## src/rtl/sv_uart_rx_cfg_if.sv

```systemverilog
`default_nettype none
// ============================================================================
// Module      : sv_uart_rx_cfg_if
// Description : AXI-Stream beat interface carrying received UART words.
//               tuser = {parity_err, frame_err} for the word on tdata.
// Revision    : 1.0 - initial release
// ============================================================================
interface sv_uart_rx_cfg_if #(
  parameter int DATA_WIDTH = 8
);
  logic [DATA_WIDTH-1:0] tdata;
  logic [1:0]            tuser;
  logic                  tvalid;
  logic                  tready;

  modport master (output tdata, output tuser, output tvalid, input tready);
  modport slave  (input tdata, input tuser, input tvalid, output tready);
endinterface
`default_nettype wire

```

## src/rtl/sv_uart_rx_cfg.sv

```systemverilog
`default_nettype none
// ============================================================================
// Module      : sv_uart_rx_cfg
// Description : Configurable UART receiver (parity none/even/odd, 1/2 stop
//               bits) with glitch filter, false-start and break detection,
//               and a first-word-fall-through AXI-Stream output FIFO.
// Revision    : 1.0 - initial release
// ============================================================================
module sv_uart_rx_cfg #(
  parameter int DATA_WIDTH = 8,
  parameter int IN_PIPE    = 5,
  parameter int FIFO_DEPTH = 4,
  parameter int DIV_WIDTH  = 16
) (
  input  logic                               iclk,
  input  logic                               irst_n,
  input  logic                               irx,
  input  logic [DIV_WIDTH-1:0]               idivider,
  input  logic [1:0]                         iparity_mode,
  input  logic                               istop_bits,
  sv_uart_rx_cfg_if.master                   m_axis,
  output logic                               obreak,
  output logic                               ooverrun,
  output logic [$clog2(FIFO_DEPTH+1)-1:0]    ofifo_level
);

  localparam int c_LVL_W  = $clog2(FIFO_DEPTH + 1);
  localparam int c_PTR_W  = $clog2(FIFO_DEPTH);
  localparam int c_IDX_W  = $clog2(DATA_WIDTH);
  localparam int c_FLT_W  = $clog2(IN_PIPE + 1);
  localparam int c_WORD_W = DATA_WIDTH + 2;

  localparam logic [DIV_WIDTH-1:0] c_DIV_MIN  = DIV_WIDTH'(4);
  localparam logic [DIV_WIDTH-1:0] c_DIV_ONE  = DIV_WIDTH'(1);
  localparam logic [c_FLT_W-1:0]   c_FLT_LAST = c_FLT_W'(IN_PIPE - 1);
  localparam logic [c_FLT_W-1:0]   c_FLT_ONE  = c_FLT_W'(1);
  localparam logic [c_IDX_W-1:0]   c_IDX_LAST = c_IDX_W'(DATA_WIDTH - 1);
  localparam logic [c_IDX_W-1:0]   c_IDX_ONE  = c_IDX_W'(1);
  localparam logic [c_PTR_W-1:0]   c_PTR_ONE  = c_PTR_W'(1);
  localparam logic [c_LVL_W-1:0]   c_LVL_ONE  = c_LVL_W'(1);
  localparam logic [c_LVL_W-1:0]   c_LVL_FULL = c_LVL_W'(FIFO_DEPTH);

  localparam logic [2:0] c_S_IDLE     = 3'd0;
  localparam logic [2:0] c_S_START    = 3'd1;
  localparam logic [2:0] c_S_DATA     = 3'd2;
  localparam logic [2:0] c_S_PARITY   = 3'd3;
  localparam logic [2:0] c_S_STOP1    = 3'd4;
  localparam logic [2:0] c_S_STOP2    = 3'd5;
  localparam logic [2:0] c_S_BRK_WAIT = 3'd6;

  // Input conditioning
  logic [2:0]            r_sync;
  logic                  w_rx_s;
  logic                  r_rx_f;
  logic                  r_rx_f_d;
  logic [c_FLT_W-1:0]    r_flt_cnt;
  logic                  w_fall;

  // Bit timer and latched configuration
  logic [DIV_WIDTH-1:0]  r_cnt;
  logic                  r_first;
  logic [DIV_WIDTH-1:0]  r_div;
  logic [1:0]            r_par_mode;
  logic                  r_stop2;
  logic [DIV_WIDTH-1:0]  w_div_in;
  logic                  w_strobe;
  logic                  w_par_en;
  logic                  w_par_odd;

  // FSM and frame datapath
  logic [2:0]            r_state;
  logic [2:0]            w_state_nxt;
  logic                  w_start;
  logic                  w_shift_en;
  logic                  w_par_smp;
  logic                  w_stop1_smp;
  logic                  w_finish;
  logic                  w_is_break;
  logic                  w_frame_err;
  logic [DATA_WIDTH-1:0] r_shift;
  logic [c_IDX_W-1:0]    r_bit_idx;
  logic                  r_par_err;
  logic                  r_par_low;
  logic                  r_stop1_low;

  // FIFO
  logic                  r_wr_en;
  logic [c_WORD_W-1:0]   r_wr_word;
  logic                  r_obreak;
  logic                  r_ovr;
  logic [c_WORD_W-1:0]   r_mem [FIFO_DEPTH];
  logic [c_PTR_W-1:0]    r_wptr;
  logic [c_PTR_W-1:0]    r_rptr;
  logic [c_LVL_W-1:0]    r_level;
  logic                  w_full;
  logic                  w_empty;
  logic                  w_pop;
  logic                  w_wr;

  assign w_rx_s = r_sync[2];
  assign w_fall = r_rx_f_d & ~r_rx_f;

  // Three-flop synchroniser for the asynchronous line; idles high
  always_ff @(posedge iclk or negedge irst_n) begin
    if (!irst_n) r_sync <= 3'b111;
    else         r_sync <= {r_sync[1:0], irx};
  end

  // Glitch filter: the filtered line follows only after IN_PIPE consecutive differing samples
  always_ff @(posedge iclk or negedge irst_n) begin
    if (!irst_n) begin
      r_rx_f    <= 1'b1;
      r_rx_f_d  <= 1'b1;
      r_flt_cnt <= '0;
    end else begin
      r_rx_f_d <= r_rx_f;
      if (w_rx_s == r_rx_f) begin
        r_flt_cnt <= '0;
      end else if (r_flt_cnt == c_FLT_LAST) begin
        r_rx_f    <= w_rx_s;
        r_flt_cnt <= '0;
      end else begin
        r_flt_cnt <= r_flt_cnt + c_FLT_ONE;
      end
    end
  end

  assign w_div_in  = (idivider < c_DIV_MIN) ? c_DIV_MIN : idivider;
  assign w_par_en  = (r_par_mode == 2'b01) || (r_par_mode == 2'b10);
  assign w_par_odd = (r_par_mode == 2'b10);
  // First strobe lands mid start bit, later ones one full bit apart
  assign w_strobe  = r_first ? (r_cnt == ((r_div >> 1) - c_DIV_ONE))
                             : (r_cnt == (r_div - c_DIV_ONE));
  assign w_start   = (r_state == c_S_IDLE) && w_fall;

  // Bit timer; configuration is captured at start detection and held for the frame
  always_ff @(posedge iclk or negedge irst_n) begin
    if (!irst_n) begin
      r_cnt      <= '0;
      r_first    <= 1'b0;
      r_div      <= c_DIV_MIN;
      r_par_mode <= 2'b00;
      r_stop2    <= 1'b0;
    end else if (w_start) begin
      r_cnt      <= '0;
      r_first    <= 1'b1;
      r_div      <= w_div_in;
      r_par_mode <= iparity_mode;
      r_stop2    <= istop_bits;
    end else if (w_strobe) begin
      r_cnt      <= '0;
      r_first    <= 1'b0;
    end else begin
      r_cnt      <= r_cnt + c_DIV_ONE;
    end
  end

  // Final frame error and break classification, evaluated on the last stop strobe
  assign w_frame_err = ~r_rx_f | ((r_state == c_S_STOP2) & r_stop1_low);
  assign w_is_break  = (r_shift == '0) && r_par_low && ~r_rx_f &&
                       ((r_state != c_S_STOP2) || r_stop1_low);

  // FSM state register
  always_ff @(posedge iclk or negedge irst_n) begin
    if (!irst_n) r_state <= c_S_IDLE;
    else         r_state <= w_state_nxt;
  end

  // FSM next-state logic
  always_comb begin
    w_state_nxt = r_state;
    case (r_state)
      c_S_IDLE:     if (w_fall) w_state_nxt = c_S_START;
      c_S_START:    if (w_strobe) w_state_nxt = r_rx_f ? c_S_IDLE : c_S_DATA;
      c_S_DATA:     if (w_strobe && (r_bit_idx == c_IDX_LAST))
                      w_state_nxt = w_par_en ? c_S_PARITY : c_S_STOP1;
      c_S_PARITY:   if (w_strobe) w_state_nxt = c_S_STOP1;
      c_S_STOP1:    if (w_strobe) begin
                      if (r_stop2)         w_state_nxt = c_S_STOP2;
                      else if (w_is_break) w_state_nxt = c_S_BRK_WAIT;
                      else                 w_state_nxt = c_S_IDLE;
                    end
      c_S_STOP2:    if (w_strobe) w_state_nxt = w_is_break ? c_S_BRK_WAIT : c_S_IDLE;
      c_S_BRK_WAIT: if (r_rx_f) w_state_nxt = c_S_IDLE;
      default:      w_state_nxt = c_S_IDLE;
    endcase
  end

  // FSM outputs: per-state sample enables and the frame-complete strobe
  always_comb begin
    w_shift_en  = 1'b0;
    w_par_smp   = 1'b0;
    w_stop1_smp = 1'b0;
    w_finish    = 1'b0;
    case (r_state)
      c_S_DATA:   w_shift_en = w_strobe;
      c_S_PARITY: w_par_smp  = w_strobe;
      c_S_STOP1:  begin
                    w_stop1_smp = w_strobe;
                    w_finish    = w_strobe & ~r_stop2;
                  end
      c_S_STOP2:  w_finish = w_strobe;
      default:    ;
    endcase
  end

  // Frame datapath: LSB-first shift register, parity result and stop-bit history
  always_ff @(posedge iclk or negedge irst_n) begin
    if (!irst_n) begin
      r_shift     <= '0;
      r_bit_idx   <= '0;
      r_par_err   <= 1'b0;
      r_par_low   <= 1'b1;
      r_stop1_low <= 1'b0;
    end else begin
      if (w_start) begin
        r_bit_idx   <= '0;
        r_par_err   <= 1'b0;
        r_par_low   <= 1'b1;
        r_stop1_low <= 1'b0;
      end
      if (w_shift_en) begin
        r_shift   <= {r_rx_f, r_shift[DATA_WIDTH-1:1]};
        r_bit_idx <= r_bit_idx + c_IDX_ONE;
      end
      if (w_par_smp) begin
        r_par_err <= (^r_shift) ^ r_rx_f ^ w_par_odd;
        r_par_low <= ~r_rx_f;
      end
      if (w_stop1_smp) r_stop1_low <= ~r_rx_f;
    end
  end

  // Register the completed word and break pulse one cycle after the final strobe
  always_ff @(posedge iclk or negedge irst_n) begin
    if (!irst_n) begin
      r_wr_en   <= 1'b0;
      r_wr_word <= '0;
      r_obreak  <= 1'b0;
    end else begin
      r_wr_en   <= w_finish & ~w_is_break;
      r_wr_word <= {r_par_err, w_frame_err, r_shift};
      r_obreak  <= w_finish & w_is_break;
    end
  end

  assign w_full  = (r_level == c_LVL_FULL);
  assign w_empty = (r_level == '0);
  assign w_pop   = ~w_empty & m_axis.tready;
  // A full FIFO still accepts a write when the head is leaving this cycle
  assign w_wr    = r_wr_en & (~w_full | w_pop);

  // Output FIFO storage, pointers, occupancy and overrun pulse
  always_ff @(posedge iclk or negedge irst_n) begin
    if (!irst_n) begin
      for (int i = 0; i < FIFO_DEPTH; i++) r_mem[i] <= '0;
      r_wptr  <= '0;
      r_rptr  <= '0;
      r_level <= '0;
      r_ovr   <= 1'b0;
    end else begin
      if (w_wr) begin
        r_mem[r_wptr] <= r_wr_word;
        r_wptr        <= r_wptr + c_PTR_ONE;
      end
      if (w_pop) r_rptr <= r_rptr + c_PTR_ONE;
      if (w_wr && !w_pop)      r_level <= r_level + c_LVL_ONE;
      else if (!w_wr && w_pop) r_level <= r_level - c_LVL_ONE;
      r_ovr <= r_wr_en & ~w_wr;
    end
  end

  assign m_axis.tvalid                 = ~w_empty;
  assign {m_axis.tuser, m_axis.tdata}  = r_mem[r_rptr];
  assign obreak                        = r_obreak;
  assign ooverrun                      = r_ovr;
  assign ofifo_level                   = r_level;

endmodule
`default_nettype wire

```

## src/flat_wrapper.sv

```systemverilog
// flat-port wrapper written by rule: the top's interface ports become plain ports
module sv_uart_rx_cfg_flat 
#(
  parameter int DATA_WIDTH = 8,
  parameter int IN_PIPE    = 5,
  parameter int FIFO_DEPTH = 4,
  parameter int DIV_WIDTH  = 16
)
  (iclk, irst_n, irx, idivider, iparity_mode, istop_bits, obreak, ooverrun, ofifo_level, m_axis_tdata, m_axis_tuser, m_axis_tvalid, m_axis_tready);
  sv_uart_rx_cfg_if #(.DATA_WIDTH(DATA_WIDTH)) m_axis_i ();
  input  logic iclk;
  input  logic irst_n;
  input  logic irx;
  input  logic [DIV_WIDTH-1:0] idivider;
  input  logic [1:0] iparity_mode;
  input  logic istop_bits;
  output logic obreak;
  output logic ooverrun;
  output logic [$clog2(FIFO_DEPTH+1)-1:0] ofifo_level;
  output wire logic [$bits(m_axis_i.tdata)-1:0] m_axis_tdata;
  output wire logic [$bits(m_axis_i.tuser)-1:0] m_axis_tuser;
  output wire logic [$bits(m_axis_i.tvalid)-1:0] m_axis_tvalid;
  input wire logic [$bits(m_axis_i.tready)-1:0] m_axis_tready;
  assign m_axis_tdata = m_axis_i.tdata;
  assign m_axis_tuser = m_axis_i.tuser;
  assign m_axis_tvalid = m_axis_i.tvalid;
  assign m_axis_i.tready = m_axis_tready;
  sv_uart_rx_cfg #(.DATA_WIDTH(DATA_WIDTH), .IN_PIPE(IN_PIPE), .FIFO_DEPTH(FIFO_DEPTH), .DIV_WIDTH(DIV_WIDTH)) u_core (.iclk(iclk), .irst_n(irst_n), .irx(irx), .idivider(idivider), .iparity_mode(iparity_mode), .istop_bits(istop_bits), .m_axis(m_axis_i), .obreak(obreak), .ooverrun(ooverrun), .ofifo_level(ofifo_level));
endmodule
```

## config.mk

```make
export PLATFORM = sky130hd
export DESIGN_NAME = sv_uart_rx_cfg_flat
export DESIGN_NICKNAME = d
export VERILOG_FILES = /design/src/rtl/sv_uart_rx_cfg_if.sv /design/src/rtl/sv_uart_rx_cfg.sv /design/src/flat_wrapper.sv
export SDC_FILE = /design/constraint.sdc
export NUM_CORES = 1
export LEC_CHECK = 0
export CORE_AREA = 2 2 107 109
export DETAILED_ROUTE_END_ITERATION = 16
export DIE_AREA = 0 0 109 111
export PLACE_DENSITY = 0.79
export SYNTH_ARGS = -nofsm -noshare
export SYNTH_HDL_FRONTEND = slang
export SYNTH_SLANG_ARGS = --single-unit
```

## constraint.sdc

```tcl
create_clock -name iclk -period 4.5 [get_ports iclk]
set_input_delay 0.45 -clock iclk [delete_from_list [all_inputs] [get_ports iclk]]
set_output_delay 0.45 -clock iclk [all_outputs]
set_load 0.02 [all_outputs]
```

# [Word level (Yosys, flattened, before mapping)]
# Cells that the tools add are included.
[totals] out_inout_bits=16 reg_bits=121 wordCells=144 inputBits=23
[op_classes] muxes=39 n_eq_ne=22 n_bitwise=21 magnitude_cmp=4 reduce_logical=23 n_addsub=9
[ops] op="two-way mux 16 bit" n=3
[ops] op="two-way mux 3 bit" n=16
[ops] op="bitwise mux 40 bit" n=1
[ops] op="equality test 16 bit" n=2
[ops] op="two-way mux 10 bit" n=3
[ops] op="case mux 3 bit (7 select lines)" n=1
[ops] op="binary-select mux 10 bit (select 2 bit)" n=1
[ops] op="demux 10 bit (select 2 bit)" n=1
[ops] op="equality test 3 bit, second input constant" n=6
[ops] op="adder 16 x 1 -> 16 bit, second input constant" n=1
[ops] op="less-than comparator 16 x 3 -> 1 bit, second input constant" n=1
[ops] op="subtractor 15 x 1 -> 16 bit, second input constant" n=1
[ops] op="subtractor 16 x 1 -> 16 bit, second input constant" n=1
[ops] op="!= test 2 x 1 -> 1 bit, second input constant" n=7
[ops] op="two-way mux 1 bit" n=11
[ops] op="nonzero test 2 bit" n=5
[ops] op="adder 3 x 1 -> 3 bit, second input constant" n=3
[ops] op="bitwise AND 1 bit" n=8
[ops] op="logical AND 1 bit" n=8
[ops] op="logical NOT 8 bit" n=1
[ops] op="XOR reduction 8 bit" n=1
[ops] op="inverter 1 bit" n=7
[ops] op="AND reduction 7 bit" n=1
[ops] op="equality test 3 x 2 -> 1 bit, second input constant" n=2
[ops] op="other kinds (18)" n=26

# [Depth between registers and ports, before layout]
[logic_depth] word_depth=9 depth_mapped=16 depth_no_buf=11

# [Least setup slack after synthesis]
# No wires, ideal clock.
[synth_timing] path_kind="register -> register" startpoint="register u_core.r_first" endpoint="register u_core.r_cnt[10]" setup_ps=81 path_buffers=6 stages_incl_launch_ff=17 synth_period_minus_slack_ps=3916 required_ps=4419 slack_ps=584 arrival_time_ps=3835 cell_sequence="dfrtp_1 buf_2 clkbuf_1 clkbuf_1 mux2i_1 ha_1 or3b_1 buf_2 or4b_4 nor3b_4 nor3b_2 a311oi_2 a2111oi_2 and3_1 buf_6 buf_12 nor3_2"
[synth_via] elab_chain_len=3
[synth_rtl] element="start: declaration" line="sv_uart_rx_cfg.sv:61" text="logic r_first;"
[synth_rtl] element="start signal: assignment" line="sv_uart_rx_cfg.sv:140" text="r_first <= 1'b0;"
[synth_rtl] element="start signal: assignment" line="sv_uart_rx_cfg.sv:146" text="r_first <= 1'b1;"
[synth_rtl] element="start signal: assignment" line="sv_uart_rx_cfg.sv:152" text="r_first <= 1'b0;"
[synth_rtl] element="two-way mux 1 bit" line="sv_uart_rx_cfg.sv:132" text="assign w_strobe = r_first ? (r_cnt == ((r_div >> 1) - c_DIV_ONE))"
[synth_rtl] element="two-way mux 16 bit" line="sv_uart_rx_cfg.sv:150" text="end else if (w_strobe) begin"
[synth_rtl] element="two-way mux 16 bit" line="sv_uart_rx_cfg.sv:144" text="end else if (w_start) begin"
[synth_rtl] element="end signal: assignment" line="sv_uart_rx_cfg.sv:154" text="r_cnt <= r_cnt + c_DIV_ONE;"
[synth_rtl] element="end: declaration" line="sv_uart_rx_cfg.sv:60" text="logic [DIV_WIDTH-1:0] r_cnt;"
# Every way passes these cells.
# A chain may end at the register's enable or synchronous reset.

# [Final worst setup path]
[layout_timing] startpoint="register u_core.r_first" endpoint="register u_core.r_cnt[15]"
# The elaborated chain is that of the path after synthesis.

==> results.md <==
- Fmax: 0.2550 GHz
- Clock skew: 0.009389 ns
- Crit path DAT: 4.21 ns
- Setup violators final: 0
- Commonest non-fill, non-tap cell in the layout: dfrtp_1
- IO buf count: 38
- Required time worst endpoint: 4.79 ns
- Cells after synthesis: 583
- Crit path max-delay cell type: or4b_4
- Min-delay worst type: in -> async
- Static leakage: 3.464 nW
- Cell Pwr Density: 534.2 nW/um^2
- CTS tree: yes
- Slew Viols, Final: 0
- Sequential share of the synthesized area: 0.4737
- Via count: 4477
- Filler Cell Count: 810
- # diodes: 0
- Final TNS setup: 0 ns
- Syn Nets: 623
- Status: complete, no violations
- # hold bufs at CTS: 0
- Remaining global-route overflow: 0
- Starting density of the core: 0.5788
- Psw: 1.424 mW
- Number of synthesized flops with an enable pin: 0
- Reg power frac: 0.382
- Chip width: 109 microns
- Post-DR wirelength/cell: 16.77 microns
- Post-CTS Resized: 0
- Worst skew pair latency: 0.42 ns
- # rows: 39
- Total track usage: 0.2376
- Final min period: 3.922 ns
- Crit Path Class: reg -> reg
- Vias in the first global route: 4538
- Final core utilization: 0.6722
- GP Congestion: 0.9116
- First-pass GRT wire length: 22.41 mm
- Htree depth: 4
- Clk sinks: 121
- Relative slew slack: 0.2822
- RSZ-0062 raised after global routing: false
- CTS root buf: clkbuf_16
- Switching Fraction: 0.3579
- Drt first pass iters: 4
- Synth Cell Area: 6411 sq um
- Area grow syn2layout: 16.14%
- MaxCap Viol Count: 0
- CTS buffer count: 17
- Syn Area/Cell: 11.00 sq um
- Ports: 39
- Antenna viol nets, final: 0
- Peak supply drop: 320.9 uV
- Die area: 12100 sq um
- Fraction of registers with async set or reset after synthesis: 1.000
- Ys Warns: 0
- Starting DRT DRC Count: 313
- Most frequent cells in the layout: dfrtp_1 (114), nand2_1 (75), mux2_2 (43), clkdlybuf4s50_1 (37), xnor2_1 (31)
- Post-synthesis register bit count: 121
- Max Buffers Root-to-Sink: 2
- Logic gate share of total power: 0.284
- Slew @ Worst Pin: 1.068 ns
- Largest net degree at the start of global routing: 69
- Cell breakdown of the critical path: nor2b_1 > a21oi_1 > ha_1 > or3b_1 > or4b_4 > o211ai_1 > nand3_1 > xnor2_1 > and4b_1 > and3_1 > buf_4 > nor3_1
- Remaining DRCs: 0
- Initial antenna violation count: 0
- Setup crit end kind: register
- Unique masters post-synth: 68
- Nets: 656
- Commonest register cell after synthesis: dfrtp_1
- Worst setup SP type: register
- Final Cycle Share: 0.8715
- Vias/cell: 5.799
- Drt total wl: 12.95 mm
- Post-DP HPWL: 8.970 mm
- Post-CTS setup repair buffer count: 0
- Clock share of power: 0.334
- Worst Path Max Fanout: 10
- Final Hold Fails: 0
- Placeable Area: 11080 sq um
- Int Power: 2.554 mW
- Ratio of cells with drive above 1 in the final layout: 0.1940
- Die Ht: 111 microns
- Reg clk slew, reported paths: 0.06 ns
- Largest stage delay, worst path: 0.58 ns
metal layers:
metal	wire length, microns	share of wire	global-route usage
met4	158	0.012	0.07179
met3	489	0.038	0.05703
met5	0	0	0
met1	5787	0.45	0.3218
met2	6510	0.50	0.3785
state kept, by name, indices dropped and copies added (netlist names), 3 cells and up:
name	flops
u_core.r_mem	40
u_core.r_shift	8
u_core.r_div	16
u_core.r_state	3
u_core.r_sync	3
u_core.r_flt_cnt	3
u_core.r_wr_word	10
u_core.r_cnt	16
u_core.ofifo_level	3
u_core.r_bit_idx	3
Yosys cell counts, types with 7 or more instances:
cell type  number  area [sq um]
dfstp_2         7         183.9
nand2_1        75         281.5
mux2_2         43         484.2
clkbuf_1       19         71.32
xor2_1         21         183.9
nor3_1         16         80.08
o21ai_0        14         70.07
dfrtp_1       114          2853
nand4_1         8         50.05
ha_1           16         200.2
mux4_2         10         225.2
inv_1          24         90.09
xnor2_1        31         271.5
a21oi_1        12         60.06
mux2i_1        24         240.2
nor2_1         19         71.32
nand3_1        18         90.09
nor3_2         10         100.1
metrics by stage:
| step | cell area, sq um | power (mW) | instances | hold WS [ns] | setup WS (ns) |
|---|---|---|---|---|---|
| floorplan | 6411 | 2.374 | 583 | 0.1544 | 0.5841 |
| global placement | 6865 | 2.603 | 740 | 0.3467 | 0.7520 |
| detailed placement | 6865 | 2.651 | 740 | 0.3479 | 0.6193 |
| CTS | 7446 | 3.993 | 772 | 0.1753 | 0.5862 |
| global route | 7446 | 4.236 | 772 | 0.2149 | 0.2427 |
| finish | 7446 | 3.978 | 772 | 0.1496 | 0.5784 |
final cells by class:
class	instances	area (sq um)	area share
Clock buffer	17	425.4	0.05713
Clock inverter	15	155.1	0.02084
Inverter	25	93.84	0.01260
Multi-Input combinational cell	407	3133	0.4208
Sequential cell	121	3037	0.4078
Tap cell	143	178.9	0.02403
Timing Repair Buffer	44	422.9	0.05680
power groups by stage:
stage | registers, mW | clock network [mW] | logic [mW]
2_1_floorplan | 1.39 | 0 | 0.987
3_3_place_gp | 1.52 | 0 | 1.08
3_5_place_dp | 1.53 | 0 | 1.12
4_1_cts | 1.51 | 1.35 | 1.13
5_1_grt | 1.55 | 1.41 | 1.28
6_report | 1.52 | 1.33 | 1.13
logic make-up after synthesis:
| logic type | count (synthesis) | share of synthesized area |
|---|---|---|
| simple gates | 201 | 0.1690 |
| xor+xnor | 52 | 0.07104 |
| mux | 77 | 0.1481 |
| fa+ha+maj | 17 | 0.03435 |
| compound gates | 60 | 0.06519 |
| flops | 121 | 0.4737 |
| buf+inv | 55 | 0.03864 |
worst paths after layout:
kind                             startpoint               end  slack (ns)  depth (start not counted)
min                                  irst_n   u_core.r_div[4]        0.15                          1
min in group iclk          u_core.r_sync[0]  u_core.r_sync[1]        0.35                          0
max reg2reg                  u_core.r_first  u_core.r_cnt[15]        0.58                         12
max in group asynchronous            irst_n   u_core.r_rx_f_d        3.40                          2
max                          u_core.r_first  u_core.r_cnt[15]        0.58                         12
min reg2reg                u_core.r_sync[0]  u_core.r_sync[1]        0.35                          0
worst max-delay path, delay by kind of cell, from the launching register on:
family,cells,cell delay (ns)
and+or+nand+nor,7,2.18
adders and majority gates,1,0.25
AOI/OAI and AO/OA,2,0.40
buffers and inverters,1,0.29
xor gates and xnor gates,1,0.19
DFF,1,0.50
(Power assumes the default switching activity.)
